### config.mk
export PLATFORM = sky130hd
export DESIGN_NAME = magnitude_search_4
export DESIGN_NICKNAME = d
export VERILOG_FILES = /design/src/rtl/magnitude_search_4.sv
export SDC_FILE = /design/constraint.sdc
export NUM_CORES = 1
export LEC_CHECK = 0
export CORE_MARGIN = 2
export CORE_UTILIZATION = 49
export DETAILED_ROUTE_END_ITERATION = 8
export HOLD_SLACK_MARGIN = 0.06
export PLACE_DENSITY = 0.76
export SLEW_MARGIN = 30
export SYNTH_ARGS = -nofsm -noshare
export SYNTH_HDL_FRONTEND = slang
export SYNTH_SLANG_ARGS = --single-unit
export TNS_END_PERCENT = 20
### constraint.sdc
create_clock -name clk -period 1.99 [get_ports clk]
set_clock_uncertainty 0.2 [all_clocks]
set_input_delay 0.398 -clock clk [delete_from_list [all_inputs] [get_ports clk]]
set_output_delay 0.398 -clock clk [all_outputs]
set_load 0.03 [all_outputs]
### src/rtl/magnitude_search_4.sv
`default_nettype none
// ============================================================================
// Module      : magnitude_search_4
// Description : Binary-searches a hidden 4-bit target through an external
//               magnitude comparator's one-hot result code.
// Revision    : 1.0 - initial release
// ============================================================================
module magnitude_search_4 (
  input  logic       clk,
  input  logic       rst,
  input  logic       start,
  input  logic [2:0] Y,
  output logic [3:0] B,
  output logic       busy,
  output logic       done,
  output logic       found,
  output logic       err,
  output logic [3:0] result,
  output logic [2:0] probes
);

  typedef enum logic [0:0] {
    IDLE  = 1'b0,
    PROBE = 1'b1
  } state_t;

  localparam logic [2:0] c_Y_GT = 3'b100;
  localparam logic [2:0] c_Y_EQ = 3'b010;
  localparam logic [2:0] c_Y_LT = 3'b001;

  state_t     r_state;
  logic [3:0] r_lo;
  logic [3:0] r_hi;
  logic [3:0] w_b_inc;
  logic [3:0] w_b_dec;

  // Midpoint is formed at 5 bits because lo+hi can reach 30.
  function automatic logic [3:0] mid(input logic [3:0] a, input logic [3:0] b);
    logic [4:0] s;
    s = {1'b0, a} + {1'b0, b};
    return s[4:1];
  endfunction

  assign w_b_inc = B + 4'd1;
  assign w_b_dec = B - 4'd1;

  always_ff @(posedge clk or posedge rst) begin
    if (rst) begin
      r_state <= IDLE;
      r_lo    <= 4'd0;
      r_hi    <= 4'd15;
      B       <= 4'd0;
      busy    <= 1'b0;
      done    <= 1'b0;
      found   <= 1'b0;
      err     <= 1'b0;
      result  <= 4'd0;
      probes  <= 3'd0;
    end else begin
      done <= 1'b0;
      err  <= 1'b0;
      case (r_state)
        IDLE: begin
          if (start) begin
            r_lo    <= 4'd0;
            r_hi    <= 4'd15;
            B       <= 4'd7;
            probes  <= 3'd0;
            found   <= 1'b0;
            result  <= 4'd0;
            busy    <= 1'b1;
            r_state <= PROBE;
          end
        end
        PROBE: begin
          probes <= probes + 3'd1;
          // A collapsed range (B at the bound being moved past) means the
          // comparator contradicted itself; that also bounds the probe count.
          if (Y == c_Y_EQ) begin
            result  <= B;
            found   <= 1'b1;
            done    <= 1'b1;
            busy    <= 1'b0;
            r_state <= IDLE;
          end else if (Y == c_Y_GT && B != r_hi) begin
            r_lo <= w_b_inc;
            B    <= mid(w_b_inc, r_hi);
          end else if (Y == c_Y_LT && B != r_lo) begin
            r_hi <= w_b_dec;
            B    <= mid(r_lo, w_b_dec);
          end else begin
            err     <= 1'b1;
            done    <= 1'b1;
            found   <= 1'b0;
            result  <= 4'd0;
            busy    <= 1'b0;
            r_state <= IDLE;
          end
        end
        default: r_state <= IDLE;
      endcase
    end
  end

endmodule
`default_nettype wire

Word-level counts from Yosys, hierarchy flattened
Cells that the tools add are included.

storage, ports and cells
  input port bits = 6
  logic and storage cells = 74
  register bits after elaboration = 24
  output and inout bits = 15

cells by class
  mux-type cells = 39
  bitwise logic cells = 1
  add/subtract/negate cells = 5
  eq/ne operators = 13
  reductions and logical operators = 6

operators by type and width
  kind                                                  number
  two-way mux 4 bit                                     14
  case mux 4 bit (2 select lines)                       4
  two-way mux 1 bit                                     16
  adder 4 x 4 -> 5 bit                                  2
  AND reduction 3 bit                                   3
  != test 4 bit                                         2
  != test 2 bit (second input constant)                 3
  != test 3 bit (second input constant)                 2
  case mux 1 bit (2 select lines)                       3
  case mux 3 bit (2 select lines)                       1
  adder 4 x 1 -> 4 bit (second input constant)          1
  != test 2 x 1 -> 1 bit (second input constant)        2
  AND reduction 4 bit                                   1
  subtractor 4 x 1 -> 4 bit (second input constant)     1
  adder 3 x 1 -> 3 bit (second input constant)          1
  equality test 3 x 1 -> 1 bit (second input constant)  1
  equality test 3 x 2 -> 1 bit (second input constant)  1
  equality test 3 bit (second input constant)           1
  two-way mux 3 bit                                     1
  != test 3 x 1 -> 1 bit (second input constant)        1
  logical AND 1 bit                                     2
  inverter 1 bit                                        1

Depth between registers and ports, before layout
Gate-level depths: netlist of the first run.

  depth in word-level cells = 6
  gate-level depth with buffers = 10

Worst setup path before layout of the first run
Ideal clock, no wire load.

  path kind = flip-flop to flip-flop
  start = reg B[0]
  end = reg B[3]
  cell stages (with the launch flop) = 10
  arrival = 2.159 ns
  path buffers = 0
  slack = -0.451 ns
  library setup time = 0.082 ns
  cells stage by stage = dfrtp_1 -> inv_1 -> ha_1 -> inv_1 -> fa_1 -> inv_1 -> a21o_1 -> a21oi_1 -> mux2_2 -> o22ai_1

between the ends
  word-level cells in the longest chain between the ends = 6
  elaborated cells between the ends (all ways) = 14
  classes of those cells = add/sub: 4; eq/ne: 3; mux: 4; reduce/logical: 3

ends and longest elaborated chain
  what                             line  RTL
  start, declared                  13    output logic [3:0] B,
  start signal, assigned           87    B <= mid(w_b_inc, r_hi);
  start signal, assigned           90    B <= mid(r_lo, w_b_dec);
  subtractor 4 x 1 -> 4 bit        45    assign w_b_dec = B - 4'd1;
  adder 4 x 4 -> 5 bit             40    s = {1'b0, a} + {1'b0, b};
  two-way mux 4 bit                88    end else if (Y == c_Y_LT && B != r_lo) begin
  two-way mux 4 bit                85    end else if (Y == c_Y_GT && B != r_hi) begin
  two-way mux 4 bit                79    if (Y == c_Y_EQ) begin
  case mux 4 bit (2 select lines)  62    case (r_state)

Several ways; a longest one is shown, not always the timed one. The select of a mux whose other input is x is not followed.
A chain may end at the register's enable or synchronous reset.

Final worst setup path of the first run
  start = reg B[1]
  end = reg B[3]

Same word-level chain as after synthesis.

==> impl_metrics.json, run 1 <==
{
  "outcome": "complete, but fails checks",
  "cts_tree": "done",
  "die_h_microns": 59.4,
  "syn_inst": 144,
  "clkLatencyLatePin_ps": 320,
  "design.core.area_sq_um": 2980,
  "layout_commonest_cell": "buf_4",
  "violations": "negative setup slack",
  "worst_ep_arrival_time_ps": 2160,
  "path_cells": "inv_4 -> ha_4 -> inv_4 -> fa_2 -> a21o_1 -> a21oi_1 -> mux2_2 -> o22ai_2",
  "ios": 21,
  "fin_hold_ws_ps": 203,
  "synthesis.nets": 164,
  "end_kind": "flip-flop",
  "via_per_inst": 5.61,
  "route.met3.wl_microns": 100,
  "dieArea_sq_um": 3530,
  "fin_crit_ps": 2150,
  "ys_seq_elements": 24,
  "design_area_sq_um": 2140,
  "hold_class": "in2async",
  "slew_violations": 0,
  "rows": 20,
  "cpMaxStageDelayCell": "dfrtp_2",
  "grt_pass1_wl_microns": 6420,
  "wl_per_cell_microns": 17.3,
  "clkTransAtPathRegs_ps": 130,
  "max_freq_ghz": 0.466,
  "regArea_sq_um": 609,
  "maxUsedRoutingLayer": "met4",
  "route.met2.wl_microns": 2080,
  "ys_seq_area_frac": 0.402,
  "placed_cell_area_sq_um": 1960,
  "post-dp-hpwl_microns": 2940,
  "gp_congestion": 0.862,
  "first_pass_iters": 4,
  "clockRootBuffer": "clkbuf_4",
  "grt_pass1_vias": 1394,
  "diodes": 0,
  "grt_antenna_before_repair": 0,
  "clock-sinks": 24,
  "reg2reg_depth": 8,
  "cap_violations": 0,
  "initialDrtViolationCount": 47,
  "final_cell_mix": "32 x buf_4, 17 x dfrtp_1, 10 x xnor2_1, 10 x a21oi_1, 9 x dlygate4sd2_1",
  "htree_levels": 1,
  "port_buffers": 20,
  "avgSynthCellArea_sq_um": 10.5,
  "drive_gt1_frac": 0.344,
  "reg2reg_slack_ps": -160,
  "vdd_drop_max_v": 0.000892,
  "worst_pin_slew_ps": 336,
  "nets": 216,
  "met1_length_microns": 1700,
  "setup_viol": 7,
  "yosys_warnings": 0,
  "total_power_w": 0.00319,
  "synth_edf_count": 0,
  "worst_slack_ps": -156,
  "cts-buffers-inserted": 3,
  "critical_path.max_fanout": 5,
  "crit_required_ps": 2000,
  "fin_crit_sh": 1.08,
  "hold_viol": 0,
  "die_w_microns": 59.4,
  "synth_cell_types": 41,
  "power_density_nw_per_um2": 1490,
  "max_stage_delay_ps": 460,
  "synthFlopType": "dfrtp_1",
  "worstSetupStartpointType": "flip-flop",
  "totalWireLength_microns": 3950,
  "dr_total_vias": 1279,
  "overflow": 0,
  "multiInputGateArea_sq_um": 960,
  "path_class": "reg2reg",
  "filler_cell_count": 229,
  "syn_area_sq_um": 1510,
  "rsz0062_at_grt": "yes",
  "remaining_drc_errors": 0,
  "groute.usage.overall": 0.246,
  "rr_startpoint": "B[1]$_DFFE_PP0P_",
  "leakagePower_nw": 1.01,
  "final_cells": 228,
  "postLayoutCoreUtil": 0.717,
  "syn_to_final_growth_pct": 41.9,
  "cp_common_cell": "inv_4",
  "antenna_left": 0,
  "r2r_end": "B[3]$_DFFE_PP0P_",
  "grt_max_degree": 25,
  "initial_utilization": 0.505,
  "place_inst": 220,
  "slew_headroom": 0.776,
  "clockBufferDepth": 2,
  "synthArstFlopShare": 1.00
}
==> synthesized netlist by cell type, types with 3 or more instances <==
cell	number	area share
dfrtp_1	20	0.33
ha_1	12	0.10
a21oi_1	11	0.037
inv_1	11	0.027
xnor2_1	11	0.064
nand2_1	7	0.017
nor2_1	7	0.017
mux2i_1	6	0.040
o21ai_0	5	0.017
a21o_1	4	0.020
dfstp_2	4	0.070
nand3_1	4	0.013
xor2_1	4	0.023
a32o_1	3	0.020
o22a_1	3	0.017
==> repair_timing <==
action,4_1_cts,5_1_grt
hold buffers,0,0
setup endpoints to repair,16,14
pin swaps,0,10
buffers inserted,0,4
gates resized for setup,15,13
endpoints found under the hold margin,0,0
==> flip-flops by register name (all words and copies together), names as in the netlist <==
signal and flops:
done 1, r_state 1, r_hi 4, busy 1, probes 3, B 4
found 1, r_lo 4, err 1, result 4
==> layer usage <==
layer | vias up | global-route usage
met1 | 636 | 0.293
li1 | 604 | -
met2 | 30 | 0.455
met3 | 9 | 0.0175
met4 | 0 | 0.0909
met5 | - | 0
==> worst max-delay path by stage <==
stage,startpoint,end,slack (ps),cells after the start
after global placement,Y[0],B[0]$_DFFE_PP0P_,-320,7
after detailed placement,Y[0],B[1]$_DFFE_PP0P_,-400,7
after floorplan,B[1]$_DFFE_PP0P_,B[0]$_DFFE_PP0P_,-140,7
after global routing,B[0]$_DFFE_PP0P_,B[2]$_DFFE_PP0P_,-220,9
final,B[1]$_DFFE_PP0P_,B[3]$_DFFE_PP0P_,-160,8
after CTS,B[1]$_DFFE_PP0P_,B[1]$_DFFE_PP0P_,-190,7
==> report_power, final <==
| part | total, W | internal, W | switching, W |
|---|---|---|---|
| Combinational | 0.00205 | 0.00100 | 0.00104 |
| Clock | 0.000262 | 0.000112 | 0.000150 |
| Sequential | 0.000877 | 0.000661 | 0.000216 |
==> through the flow <==
step	setup TNS (ps)	worst slack, ps
after global placement	-3680	-324
after detailed placement	-4820	-397
final	-503	-156
after floorplan	-489	-145
after CTS	-564	-192
after global routing	-1210	-220
==> area by class of cell <==
| class | instances | area share |
|---|---|---|
| Tap cell | 33 | 0.0193 |
| Timing Repair Buffer | 52 | 0.204 |
| Inverter | 12 | 0.0246 |
| Multi-Input combinational cell | 103 | 0.449 |
| Sequential cell | 24 | 0.285 |
| Clock buffer | 4 | 0.0170 |
==> cell families after synthesis <==
logic type / after synthesis / share of synthesized area
muxes: 7 / 0.0474
adders and majority gates: 14 / 0.126
AOI/OAI and AO/OA: 37 / 0.177
xor gates and xnor gates: 15 / 0.0873
buffers and inverters: 17 / 0.0524
and+or+nand+nor: 30 / 0.107
DFF: 24 / 0.402
==> worst max-delay path: cells and delay by family (launching register included) <==
kind            cells  cell delay [ps]
fa+ha+maj           2              670
flops               1              460
compound gates      3              430
mux                 1              180
buf+inv             2              100
Power figures use the tool's default switching activity.
==> inputs of run 2 (changes only) <==
Settings changed: CORE_UTILIZATION 49 to 51, CTS_BUF_LIST from default to sky130_fd_sc_hd__clkbuf_4, PLACE_DENSITY 0.76 to 0.78.
==> impl_metrics.json, run 2 (synthesis results as in run 1) <==
{
  "design_area_sq_um": 2090,
  "post-dp-hpwl_microns": 2910,
  "cp_top_family": "flip-flops",
  "totalWireLength_microns": 3710,
  "critical_path.max_fanout": 3,
  "place_ws_ps": -416,
  "worst_ep_arrival_time_ps": 2120,
  "filler_cell_count": 183,
  "cpMaxStageDelayCell": "dfrtp_2",
  "violations": "negative setup slack",
  "outcome": "complete, but fails checks",
  "hold_class": "in2async",
  "port_buffers": 20,
  "worst_slack_ps": -104,
  "htree_levels": 1,
  "regArea_sq_um": 609,
  "initial_utilization": 0.541,
  "grt_max_degree": 25,
  "final_cells": 221,
  "worstSetupStartpointType": "flip-flop",
  "fin_crit_sh": 1.05,
  "cts-buffers-inserted": 3,
  "layout_commonest_cell": "buf_4",
  "power_density_nw_per_um2": 1480,
  "max_stage_delay_ps": 460,
  "end_kind": "flip-flop",
  "remaining_drc_errors": 0,
  "path_cells": "inv_4 -> ha_4 -> xor2_4 -> ha_4 -> a21oi_2 -> nand2_1 -> xnor2_1 -> mux2i_1 -> o22a_1",
  "setup_viol": 7,
  "place_inst": 215,
  "dieArea_sq_um": 3400,
  "die_h_microns": 58.3,
  "grt_pass1_wl_microns": 6220,
  "cts_tree": "done",
  "ios": 21,
  "design.core.area_sq_um": 2780,
  "clockBufferDepth": 2,
  "syn_to_final_growth_pct": 39.0,
  "cp_common_cell": "ha_4",
  "vdd_drop_max_v": 0.00114,
  "drive_gt1_frac": 0.332,
  "initialDrtViolationCount": 36,
  "cap_violations": 0,
  "worst_pin_slew_ps": 398,
  "finalSetupTns_ps": -332,
  "max_freq_ghz": 0.478,
  "clkTransAtPathRegs_ps": 130,
  "diodes": 0,
  "first_pass_iters": 4,
  "postLayoutCoreUtil": 0.752,
  "slew_violations": 0,
  "critPathBufInv": 1,
  "leakagePower_nw": 0.979,
  "via_per_inst": 5.66,
  "slew_headroom": 0.734,
  "path_class": "reg2reg",
  "holdBufCountCts": 0,
  "hold_viol": 0,
  "final_cell_mix": "26 x buf_4, 17 x dfrtp_1, 12 x dlygate4sd2_1",
  "rows": 19,
  "clockRootBuffer": "clkbuf_4",
  "grt_antenna_before_repair": 0,
  "rsz0062_at_grt": "yes",
  "groute.usage.overall": 0.244,
  "nets": 211,
  "antenna_left": 0,
  "clkLatencyLatePin_ps": 320,
  "die_w_microns": 58.3,
  "gp_congestion": 0.842,
  "wl_per_cell_microns": 16.8,
  "dr_total_vias": 1251,
  "multiInputGateArea_sq_um": 965,
  "grt_pass1_vias": 1337,
  "overflow": 0,
  "clock-sinks": 24,
  "placed_cell_area_sq_um": 1940,
  "crit_required_ps": 2010,
  "fin_crit_ps": 2090
}
-- run 2: cell count changes in the layout (fill, tap and decap cells not counted), moves of 2 or more --
cell,before,now
dlygate4sd2_1,9,12
a21oi_1,10,8
clkdlybuf4s50_1,8,6
a21oi_2,1,3
buf_4,32,26
-- run 2: area by class of cell --
| cell class | count | share of cell area |
|---|---|---|
| clock buffers | 4 | 0.0144 |
| repair buffers | 47 | 0.190 |
| multi-input cells | 103 | 0.461 |
| flip-flops and latches | 24 | 0.291 |
| well taps | 31 | 0.0185 |
| inverters | 12 | 0.0251 |
-- run 2: worst register-to-register path, cell delays in order, from the launching register on --
cell     delay (ps)
dfrtp_2         460
inv_4            80
ha_4            150
xor2_4          220
ha_4            240
a21oi_2         120
nand2_1          70
xnor2_1         170
mux2i_1         110
o22a_1          160
-- run 2: worst paths after layout --
path	startpoint	end	slack (ps)	depth (start not counted)
worst min register to register	r_hi[0]$_DFFE_PP1P_	r_hi[0]$_DFFE_PP1P_	320	2
max in group asynchronous	rst	r_hi[1]$_DFFE_PP1P_	1100	3
worst max-delay path	B[0]$_DFFE_PP0P_	B[2]$_DFFE_PP0P_	-100	9
worst max register to register	B[0]$_DFFE_PP0P_	B[2]$_DFFE_PP0P_	-100	9
worst min-delay path	rst	busy$_DFFE_PP0P_	210	3
min in group clk	r_hi[0]$_DFFE_PP1P_	r_hi[0]$_DFFE_PP1P_	320	2
-- run 2: layer usage --
layer  GRT usage  part of all wire  routed length (microns)  up-vias
met5           0                 0                        0        -
met4       0.106             0.025                       91        0
met3      0.0330             0.026                       95        8
met2       0.417              0.52                     1920       26
met1       0.310              0.43                     1610      611
li1            -                 -                        -      606
-- run 2: metrics by stage --
stage	hold WS (ps)	power [W]
floorplan	210	0.00203
global route	257	0.00333
finish	205	0.00310
global placement	290	0.00264
detailed placement	301	0.00269
CTS	211	0.00288
-- run 2: where the power goes --
part	leakage [nW]	internal [W]	switching (W)
logic	0.670	0.000957	0.00102
clock network	0.0184	0.0000920	0.000143
registers	0.291	0.000661	0.000223
-- run 2: repair_timing --
action	4_1_cts	5_1_grt
gates resized for setup	13	20
cloned	0	0
buffers inserted	0	2
pin swaps	1	9
setup endpoints to repair	19	14
